<file path="config.mk">
export PLATFORM = sky130hd
export DESIGN_NAME = load_mem_unit_flat
export DESIGN_NICKNAME = d
export VERILOG_FILES = /design/src/rtl/load_mem_if.sv /design/src/rtl/load_mem_unit.sv /design/src/flat_wrapper.sv
export SDC_FILE = /design/constraint.sdc
export NUM_CORES = 1
export LEC_CHECK = 0
export ABC_CLOCK_PERIOD_IN_PS = 1900
export CORE_MARGIN = 2
export CORE_UTILIZATION = 59
export CTS_BUF_LIST = sky130_fd_sc_hd__clkbuf_8
export DETAILED_ROUTE_END_ITERATION = 10
export DONT_BUFFER_PORTS = 1
export PLACE_DENSITY = 0.78
export SYNTH_ARGS = -nofsm -noshare
export SYNTH_HDL_FRONTEND = slang
export SYNTH_SLANG_ARGS = --single-unit
export TNS_END_PERCENT = 50
</file>
<file path="constraint.sdc">
create_clock -name clock -period 1.9 [get_ports clock]
set_clock_uncertainty 0.1 [all_clocks]
set_input_delay 0.38 -clock clock [delete_from_list [all_inputs] [get_ports clock]]
set_output_delay 0.38 -clock clock [all_outputs]
set_load 0.005 [all_outputs]
</file>
<file path="src/rtl/load_mem_if.sv">
// Signal bundle between load_mem_unit and its neighbours: the load_buffer
// issue port, the tagged main-memory bus and the CDB broadcast port.
interface load_mem_if #(
    parameter int XLEN        = 32,
    parameter int ROB_TAG_LEN = 5,
    parameter int MEM_TAG_W   = 4
);
    logic                   read_mem;
    logic [XLEN-1:0]        load_address;
    logic [ROB_TAG_LEN-1:0] load_rob_tag;
    logic [2:0]             load_func;
    logic                   squash;
    logic                   mem_busy;

    logic [1:0]             proc2mem_command;
    logic [XLEN-1:0]        proc2mem_addr;
    logic [MEM_TAG_W-1:0]   mem2proc_response;
    logic [63:0]            mem2proc_data;
    logic [MEM_TAG_W-1:0]   mem2proc_tag;

    logic                   cdb_req;
    logic                   cdb_grant;
    logic [XLEN-1:0]        cdb_value;
    logic [ROB_TAG_LEN-1:0] cdb_tag;

    // Handshakes: a load is accepted when read_mem is high while mem_busy is
    // low; a memory request is accepted when mem2proc_response is nonzero in
    // a cycle where proc2mem_command is BUS_LOAD; a CDB result completes when
    // cdb_grant is high while cdb_req is high.
    modport slave (
        input  read_mem, load_address, load_rob_tag, load_func, squash,
        input  mem2proc_response, mem2proc_data, mem2proc_tag, cdb_grant,
        output mem_busy, proc2mem_command, proc2mem_addr,
        output cdb_req, cdb_value, cdb_tag
    );

    modport master (
        output read_mem, load_address, load_rob_tag, load_func, squash,
        output mem2proc_response, mem2proc_data, mem2proc_tag, cdb_grant,
        input  mem_busy, proc2mem_command, proc2mem_addr,
        input  cdb_req, cdb_value, cdb_tag
    );
endinterface

</file>
<file path="src/rtl/load_mem_unit.sv">
// Single-outstanding load engine: issues a tagged memory read, waits for the
// matching response, extracts/extends the byte, half or word and broadcasts it on the CDB.
module load_mem_unit #(
    parameter int XLEN        = 32,
    parameter int ROB_TAG_LEN = 5,
    parameter int MEM_TAG_W   = 4
) (
    input  logic       clock,
    input  logic       reset,
    load_mem_if.slave  bus,
    output logic [2:0] dbg_state
);
    typedef enum logic [2:0] {
        S_IDLE  = 3'd0,
        S_REQ   = 3'd1,
        S_WAIT  = 3'd2,
        S_BCAST = 3'd3,
        S_DRAIN = 3'd4
    } state_t;

    localparam logic [1:0] BUS_NONE = 2'd0;
    localparam logic [1:0] BUS_LOAD = 2'd1;

    state_t                 state_q, state_d;
    logic [XLEN-1:0]        addr_q, addr_d;
    logic [ROB_TAG_LEN-1:0] rob_tag_q, rob_tag_d;
    logic [2:0]             func_q, func_d;
    logic [MEM_TAG_W-1:0]   mem_tag_q, mem_tag_d;
    logic [XLEN-1:0]        cdb_value_q, cdb_value_d;
    logic [ROB_TAG_LEN-1:0] cdb_tag_q, cdb_tag_d;

    logic                   tag_hit;
    logic [31:0]            word_sel;
    logic [15:0]            half_sel;
    logic [7:0]             byte_sel;
    logic [XLEN-1:0]        load_value;

    // Tag 0 means "no transaction", so it can never complete a load.
    assign tag_hit = (bus.mem2proc_tag == mem_tag_q) && (mem_tag_q != '0);

    always_comb begin
        word_sel   = addr_q[2] ? bus.mem2proc_data[63:32] : bus.mem2proc_data[31:0];
        half_sel   = bus.mem2proc_data[{addr_q[2:1], 4'b0000} +: 16];
        byte_sel   = bus.mem2proc_data[{addr_q[2:0], 3'b000} +: 8];
        load_value = XLEN'(word_sel);
        case (func_q)
            3'b000:  load_value = XLEN'($signed(byte_sel));
            3'b001:  load_value = XLEN'($signed(half_sel));
            3'b100:  load_value = XLEN'(byte_sel);
            3'b101:  load_value = XLEN'(half_sel);
            default: load_value = XLEN'(word_sel);
        endcase
    end

    always_comb begin
        state_d     = state_q;
        addr_d      = addr_q;
        rob_tag_d   = rob_tag_q;
        func_d      = func_q;
        mem_tag_d   = mem_tag_q;
        cdb_value_d = cdb_value_q;
        cdb_tag_d   = cdb_tag_q;
        case (state_q)
            S_IDLE: begin
                if (bus.read_mem && !bus.squash) begin
                    addr_d    = bus.load_address;
                    rob_tag_d = bus.load_rob_tag;
                    func_d    = bus.load_func;
                    state_d   = S_REQ;
                end
            end
            S_REQ: begin
                // An accepted request must be drained even when squashed.
                if (bus.mem2proc_response != '0) begin
                    mem_tag_d = bus.mem2proc_response;
                    state_d   = bus.squash ? S_DRAIN : S_WAIT;
                end else if (bus.squash) begin
                    state_d = S_IDLE;
                end
            end
            S_WAIT: begin
                if (tag_hit) begin
                    if (bus.squash) begin
                        state_d = S_IDLE;
                    end else begin
                        cdb_value_d = load_value;
                        cdb_tag_d   = rob_tag_q;
                        state_d     = S_BCAST;
                    end
                end else if (bus.squash) begin
                    state_d = S_DRAIN;
                end
            end
            S_BCAST: begin
                if (bus.squash || bus.cdb_grant) state_d = S_IDLE;
            end
            S_DRAIN: begin
                if (tag_hit) state_d = S_IDLE;
            end
            default: state_d = S_IDLE;
        endcase
    end

    always_comb begin
        bus.mem_busy         = (state_q != S_IDLE);
        bus.proc2mem_command = (state_q == S_REQ) ? BUS_LOAD : BUS_NONE;
        bus.proc2mem_addr    = {addr_q[XLEN-1:3], 3'b000};
        bus.cdb_req          = (state_q == S_BCAST) && !bus.squash;
        bus.cdb_value        = cdb_value_q;
        bus.cdb_tag          = cdb_tag_q;
        dbg_state            = state_q;
    end

    always_ff @(posedge clock or negedge reset) begin
        if (!reset) begin
            state_q     <= S_IDLE;
            addr_q      <= '0;
            rob_tag_q   <= '0;
            func_q      <= '0;
            mem_tag_q   <= '0;
            cdb_value_q <= '0;
            cdb_tag_q   <= '0;
        end else begin
            state_q     <= state_d;
            addr_q      <= addr_d;
            rob_tag_q   <= rob_tag_d;
            func_q      <= func_d;
            mem_tag_q   <= mem_tag_d;
            cdb_value_q <= cdb_value_d;
            cdb_tag_q   <= cdb_tag_d;
        end
    end
endmodule

</file>
<file path="src/flat_wrapper.sv">
// flat-port wrapper written by rule: the top's interface ports become plain ports
module load_mem_unit_flat 
#(
    parameter int XLEN        = 32,
    parameter int ROB_TAG_LEN = 5,
    parameter int MEM_TAG_W   = 4
)
  (clock, reset, dbg_state, bus_read_mem, bus_load_address, bus_load_rob_tag, bus_load_func, bus_squash, bus_mem2proc_response, bus_mem2proc_data, bus_mem2proc_tag, bus_cdb_grant, bus_mem_busy, bus_proc2mem_command, bus_proc2mem_addr, bus_cdb_req, bus_cdb_value, bus_cdb_tag);
  load_mem_if #(.XLEN(XLEN), .ROB_TAG_LEN(ROB_TAG_LEN), .MEM_TAG_W(MEM_TAG_W)) bus_i ();
  input  logic clock;
  input  logic reset;
  output logic [2:0] dbg_state;
  input wire logic [$bits(bus_i.read_mem)-1:0] bus_read_mem;
  input wire logic [$bits(bus_i.load_address)-1:0] bus_load_address;
  input wire logic [$bits(bus_i.load_rob_tag)-1:0] bus_load_rob_tag;
  input wire logic [$bits(bus_i.load_func)-1:0] bus_load_func;
  input wire logic [$bits(bus_i.squash)-1:0] bus_squash;
  input wire logic [$bits(bus_i.mem2proc_response)-1:0] bus_mem2proc_response;
  input wire logic [$bits(bus_i.mem2proc_data)-1:0] bus_mem2proc_data;
  input wire logic [$bits(bus_i.mem2proc_tag)-1:0] bus_mem2proc_tag;
  input wire logic [$bits(bus_i.cdb_grant)-1:0] bus_cdb_grant;
  output wire logic [$bits(bus_i.mem_busy)-1:0] bus_mem_busy;
  output wire logic [$bits(bus_i.proc2mem_command)-1:0] bus_proc2mem_command;
  output wire logic [$bits(bus_i.proc2mem_addr)-1:0] bus_proc2mem_addr;
  output wire logic [$bits(bus_i.cdb_req)-1:0] bus_cdb_req;
  output wire logic [$bits(bus_i.cdb_value)-1:0] bus_cdb_value;
  output wire logic [$bits(bus_i.cdb_tag)-1:0] bus_cdb_tag;
  assign bus_i.read_mem = bus_read_mem;
  assign bus_i.load_address = bus_load_address;
  assign bus_i.load_rob_tag = bus_load_rob_tag;
  assign bus_i.load_func = bus_load_func;
  assign bus_i.squash = bus_squash;
  assign bus_i.mem2proc_response = bus_mem2proc_response;
  assign bus_i.mem2proc_data = bus_mem2proc_data;
  assign bus_i.mem2proc_tag = bus_mem2proc_tag;
  assign bus_i.cdb_grant = bus_cdb_grant;
  assign bus_mem_busy = bus_i.mem_busy;
  assign bus_proc2mem_command = bus_i.proc2mem_command;
  assign bus_proc2mem_addr = bus_i.proc2mem_addr;
  assign bus_cdb_req = bus_i.cdb_req;
  assign bus_cdb_value = bus_i.cdb_value;
  assign bus_cdb_tag = bus_i.cdb_tag;
  load_mem_unit #(.XLEN(XLEN), .ROB_TAG_LEN(ROB_TAG_LEN), .MEM_TAG_W(MEM_TAG_W)) u_core (.clock(clock), .reset(reset), .bus(bus_i), .dbg_state(dbg_state));
endmodule
</file>
======== After elaboration in Yosys (flattened, before gate mapping) ========
Index checks and enable logic that the tools add are counted.
word-level totals
  bits in registers ....................... 84
  bits of input ports ..................... 117
  logic and storage cells ................. 50
operators by class
  equality and inequality tests ........... 13
  shift-type cells ........................ 2
  mux-type cells .......................... 13
  bitwise logic cells ..................... 1
  reduce and logical (&&, ||, !) cells .... 14
operators by type and width
  operator                                              count
  one-hot mux 32 bit (4 select lines)                   1
  variable part select 64 x 7 -> 16 bit                 1
  variable part select 64 x 7 -> 8 bit                  1
  2-to-1 mux 32 bit                                     1
  2-to-1 mux 3 bit                                      8
  one-hot mux 3 bit (5 select lines)                    1
  equality test 3 bit (second input constant)           3
  nonzero test 4 bit                                    2
  equality test 3 x 1 -> 1 bit (second input constant)  2
  equality test 3 x 2 -> 1 bit (second input constant)  2
  logical NOT 3 bit                                     2
  != test 2 x 1 -> 1 bit (second input constant)        3
  != test 3 x 2 -> 1 bit (second input constant)        2
  AND reduction 5 bit                                   1
  equality test 4 bit                                   1
  AND reduction 2 bit                                   2
  logical AND 1 bit                                     3
  AND reduction 3 bit                                   1
  nonzero test 3 bit                                    1
  2-to-1 mux 2 bit                                      1
  logical NOT 1 bit                                     1
  logical OR 1 bit                                      1
  2-to-1 mux 1 bit                                      1
  inverter 1 bit                                        1

======== Logic depth before layout (Yosys ltp) ========
  word-level depth ........................ 4
  gate-level depth with buffers ........... 8

======== Worst setup path before layout ========
Ideal clock, no wire load.
  kind .................................... reg2reg
  start ................................... register u_core.mem_tag_q[3]
  end ..................................... register u_core.cdb_tag_q[0] (netlist: u_core.bus.cdb_tag[0])
  setup time .............................. 0.127 ns
  arrival time ............................ 1.669 ns
  data required time ...................... 1.673 ns
  setup slack ............................. 0.004 ns
  stages on the path, launching flop included .. 7
  clock period less this slack ............ 1.896 ns
  cell sequence ........................... dfrtp_1 xor2_1 a2111oi_2 and3_1 buf_4 buf_6 mux2_1
on the way
  cells in the longest elaborated chain, start to end .. 3
  elaborated cells on any way between the ends .. 4
ends and longest elaborated chain
  element                                                    line                  RTL
  start: declaration                                         load_mem_unit.sv:28   logic [MEM_TAG_W-1:0] mem_tag_q, mem_tag_d;
  start signal: assignment                                   load_mem_unit.sv:128  mem_tag_q <= mem_tag_d;
  equality test 4 bit or nonzero test 4 bit (tied branches)  load_mem_unit.sv:39   assign tag_hit = (bus.mem2proc_tag == mem_tag_q) && (mem_tag_q != '0);
  logical AND 1 bit (*)                                      load_mem_unit.sv:39
  AND reduction 3 bit (no source line) (*)                   n/a
  end signal: assignment                                     load_mem_unit.sv:130  cdb_tag_q <= cdb_tag_d;
  end: declaration                                           load_mem_unit.sv:30   logic [ROB_TAG_LEN-1:0] cdb_tag_q, cdb_tag_d;
Every way passes the cells marked *; elsewhere a longest branch is shown, timed or not.
A chain may end at the register's enable or synchronous reset.

======== Final worst setup path ========
  start ................................... register u_core.mem_tag_q[3]
  end ..................................... register u_core.cdb_tag_q[4] (netlist: u_core.bus.cdb_tag[4])
Same word-level chain as after synthesis.

==> summary.md <==
| Metric | Value |
|---|---|
| Port bufs | `0` |
| Max Root-Sink Buffers | `2` |
| Post-Synthesis Cells | `401` |
| Critical path arrival | `2.08 ns` |
| Final instance area | `4930 sq um` |
| Leakage power | `2.18 nW` |
| Slew Limit Fails | `0` |
| Smallest hold slack | `-0.399 ns` |
| Drt first pass iters | `4` |
| Initial antenna violation count | `0` |
| Setup Crit Path Kind | `flop to flop` |
| Antenna Nets Post-Route | `0` |
| Final Cycle Share | `102%` |
| # rows | `32` |
| CP endpoint kind | `flop` |
| Final WS setup | `-0.0336 ns` |
| Num ports | `193` |
| Nets | `506` |
| Fin cells | `496` |
| Tmin final | `1.93 ns` |
| Dpl ws | `-0.0454 ns` |
| Status | `finished, violations left` |
| Max VDD drop | `773 uV` |
| Worst Setup Start Kind | `flop` |
| Gr ovfl total | `0` |
| # DRC | `0` |
| Area of the core | `7610 sq um` |
| DR iter-0 viols | `194` |
| Violated checks | `negative hold slack, negative setup slack` |
| Final hold violations | `84` |
| CTS H-Tree Depth | `3` |
| Full die area | `8420 sq um` |
| Synth warn | `0` |
| Sequential element share of the synthesized area | `46.3%` |
| Post-Syn Area per Cell | `11.3 sq um` |
| Post-synth top flop | `dfrtp_1` |
| Overall die width | `91.8 um` |
| Max Clock Freq | `0.517 GHz` |
| Max-cap violations | `0` |
| CTS root buffer | `clkbuf_8` |
| Required time of the worst setup path | `2.04 ns` |
| Clock latency on the worst-skew pair | `0.35 ns` |
| Share of post-route cells with drive strength above 1 | `34.5%` |
| Layout area overhead | `8.48%` |
| Cell Area, Synth | `4540 sq um` |
| Largest net degree at the start of global routing | `85` |
| Unique masters post-synth | `43` |
| EDFF count, synth | `0` |
| First-pass GRT wire length | `14800 um` |
| Max FO, Critical Path | `8` |
| GR Util All Layers | `22.6%` |
| HPWL reported at the end of detailed placement | `7110 um` |
| Cell Pwr Density | `1500 nW/um^2` |
| Final setup viols | `13` |
| Post-CTS Hold Buffers | `1` |
| Total wire length | `10100 um` |
| Clk slew on worst S/H paths | `0.09 ns` |
| N_diodes | `0` |
| Cells after DPL | `474` |
| CTS tree | `done` |
| Hold WC Path Type | `input pin to asynchronous set/reset pin` |
| CTS buffer count | `9` |
| Placed instance area | `4550 sq um` |
| RSZ-0062 raised after global routing | `yes` |
| Die H | `91.8 um` |
| Vias | `3022` |
| Initial Util | `59.7%` |
| GPL Wtd Cong | `0.875` |
| Vias/cell | `6.09` |
| Synthesized flop and latch total | `84` |
| Vias in the first global route | `2966` |
| Wire length per cell | `20.3 um` |
| Asr flop ratio synth | `100%` |
| Filler Cells Inserted | `593` |
| Clk sinks | `84` |
metrics by stage:
step	util, %	TNS (ns)	power (mW)	hold WS, ns
floorplan	-	0	5.73	-0.0156
CTS	62.5	-0.00875	7.33	-0.418
global route	64.8	-3.24	7.86	-0.427
finish	64.8	-0.146	7.38	-0.399
detailed placement	59.8	-0.253	6.11	-0.0136
global placement	59.8	0	5.96	-0.0136
kinds of logic after synthesis:
family	Yosys count	synth area share (%)
multiplexers	93	23.6
AND/OR/NAND/NOR	87	8.98
flip-flops	84	46.3
buffers and inverters	67	10.0
AO/OA/AOI/OAI	66	10.5
XOR/XNOR	3	0.578
other	1	0.0825
worst max-delay path, cell delays in order, from the launching register on:
cell and delay [ns]:
dfrtp_1 0.41, xor2_1 0.16, a2111oi_2 0.39, and3_4 0.29, buf_12 0.15, mux2_2 0.33
state kept, by name, summed over array words and instances (netlist names):
signal                cells
u_core.addr_q            32
u_core.bus.cdb_tag        5
u_core.bus.cdb_value     32
u_core.dbg_state          3
u_core.func_q             3
u_core.mem_tag_q          4
u_core.rob_tag_q          5
final timing paths:
path,from,to,slack (ns),cells after the start
worst max-delay path,u_core.mem_tag_q[3],u_core.bus.cdb_tag[4],-0.03,5
worst min-delay path,reset,u_core.addr_q[16],-0.40,0
min in group clock,bus_mem2proc_response[3],u_core.mem_tag_q[3],0.03,2
worst max register to register,u_core.mem_tag_q[3],u_core.bus.cdb_tag[4],-0.03,5
worst min register to register,u_core.rob_tag_q[2],u_core.bus.cdb_tag[2],0.40,1
max in group asynchronous,reset,u_core.addr_q[2],1.97,0
repair_timing:
| action | 4_1_cts | 5_1_grt |
|---|---|---|
| setup endpoints to repair | 26 | 38 |
| cloned | 0 | 4 |
| resized for setup | 4 | 23 |
| hold endpoints to repair | 86 | 84 |
| buffers inserted | 1 | 0 |
| pin swaps | 3 | 4 |
cell type report:
cell class | instances | area [sq um] | share of cell area [%]
Sequential cell | 84 | 2100 | 42.7
Clock inverter | 7 | 57.6 | 1.17
Clock buffer | 9 | 124 | 2.51
Tap cell | 102 | 128 | 2.59
Inverter | 7 | 26.3 | 0.533
Multi-Input combinational cell | 253 | 2080 | 42.1
Timing Repair Buffer | 34 | 414 | 8.40
layout by cell type (no fill, tap or decap), types with 7 or more instances in the layout:
cell type	instances
inv_1	7
a31oi_1	23
mux2i_1	25
mux2_2	59
nor2_1	25
buf_4	22
o22a_1	8
nand2_1	19
dfrtp_1	83
nand2b_1	13
clkbuf_8	9
layer usage:
metal	wire length (um)	vias up	track usage, %
met5	0	-	0
met4	172	0	8.96
met3	841	14	5.75
met2	5110	145	37.9
met1	3940	1484	28.1
li1	-	1379	-
synthesized netlist by cell type (all sizes together) (6+ instances only):
| library cell | number | area share [%] |
|---|---|---|
| a31oi | 23 | 3.2 |
| mux2 | 63 | 16 |
| a21oi | 6 | 0.91 |
| o21ai | 9 | 0.99 |
| nor2 | 35 | 2.9 |
| inv | 7 | 0.58 |
| dfrtp | 84 | 46 |
| nand2 | 19 | 1.6 |
| buf | 56 | 9.1 |
| o22a | 8 | 1.5 |
| mux2i | 25 | 5.5 |
| nand2b | 13 | 1.8 |
power by group:
part / internal [mW] / switching (mW) / total, mW
Combinational: 1.65 / 1.46 / 3.11
Clock: 0.493 / 0.694 / 1.19
Sequential: 2.50 / 0.588 / 3.08
Total: 4.64 / 2.74 / 7.38
Note: power is estimated with default switching activity, not from simulation.
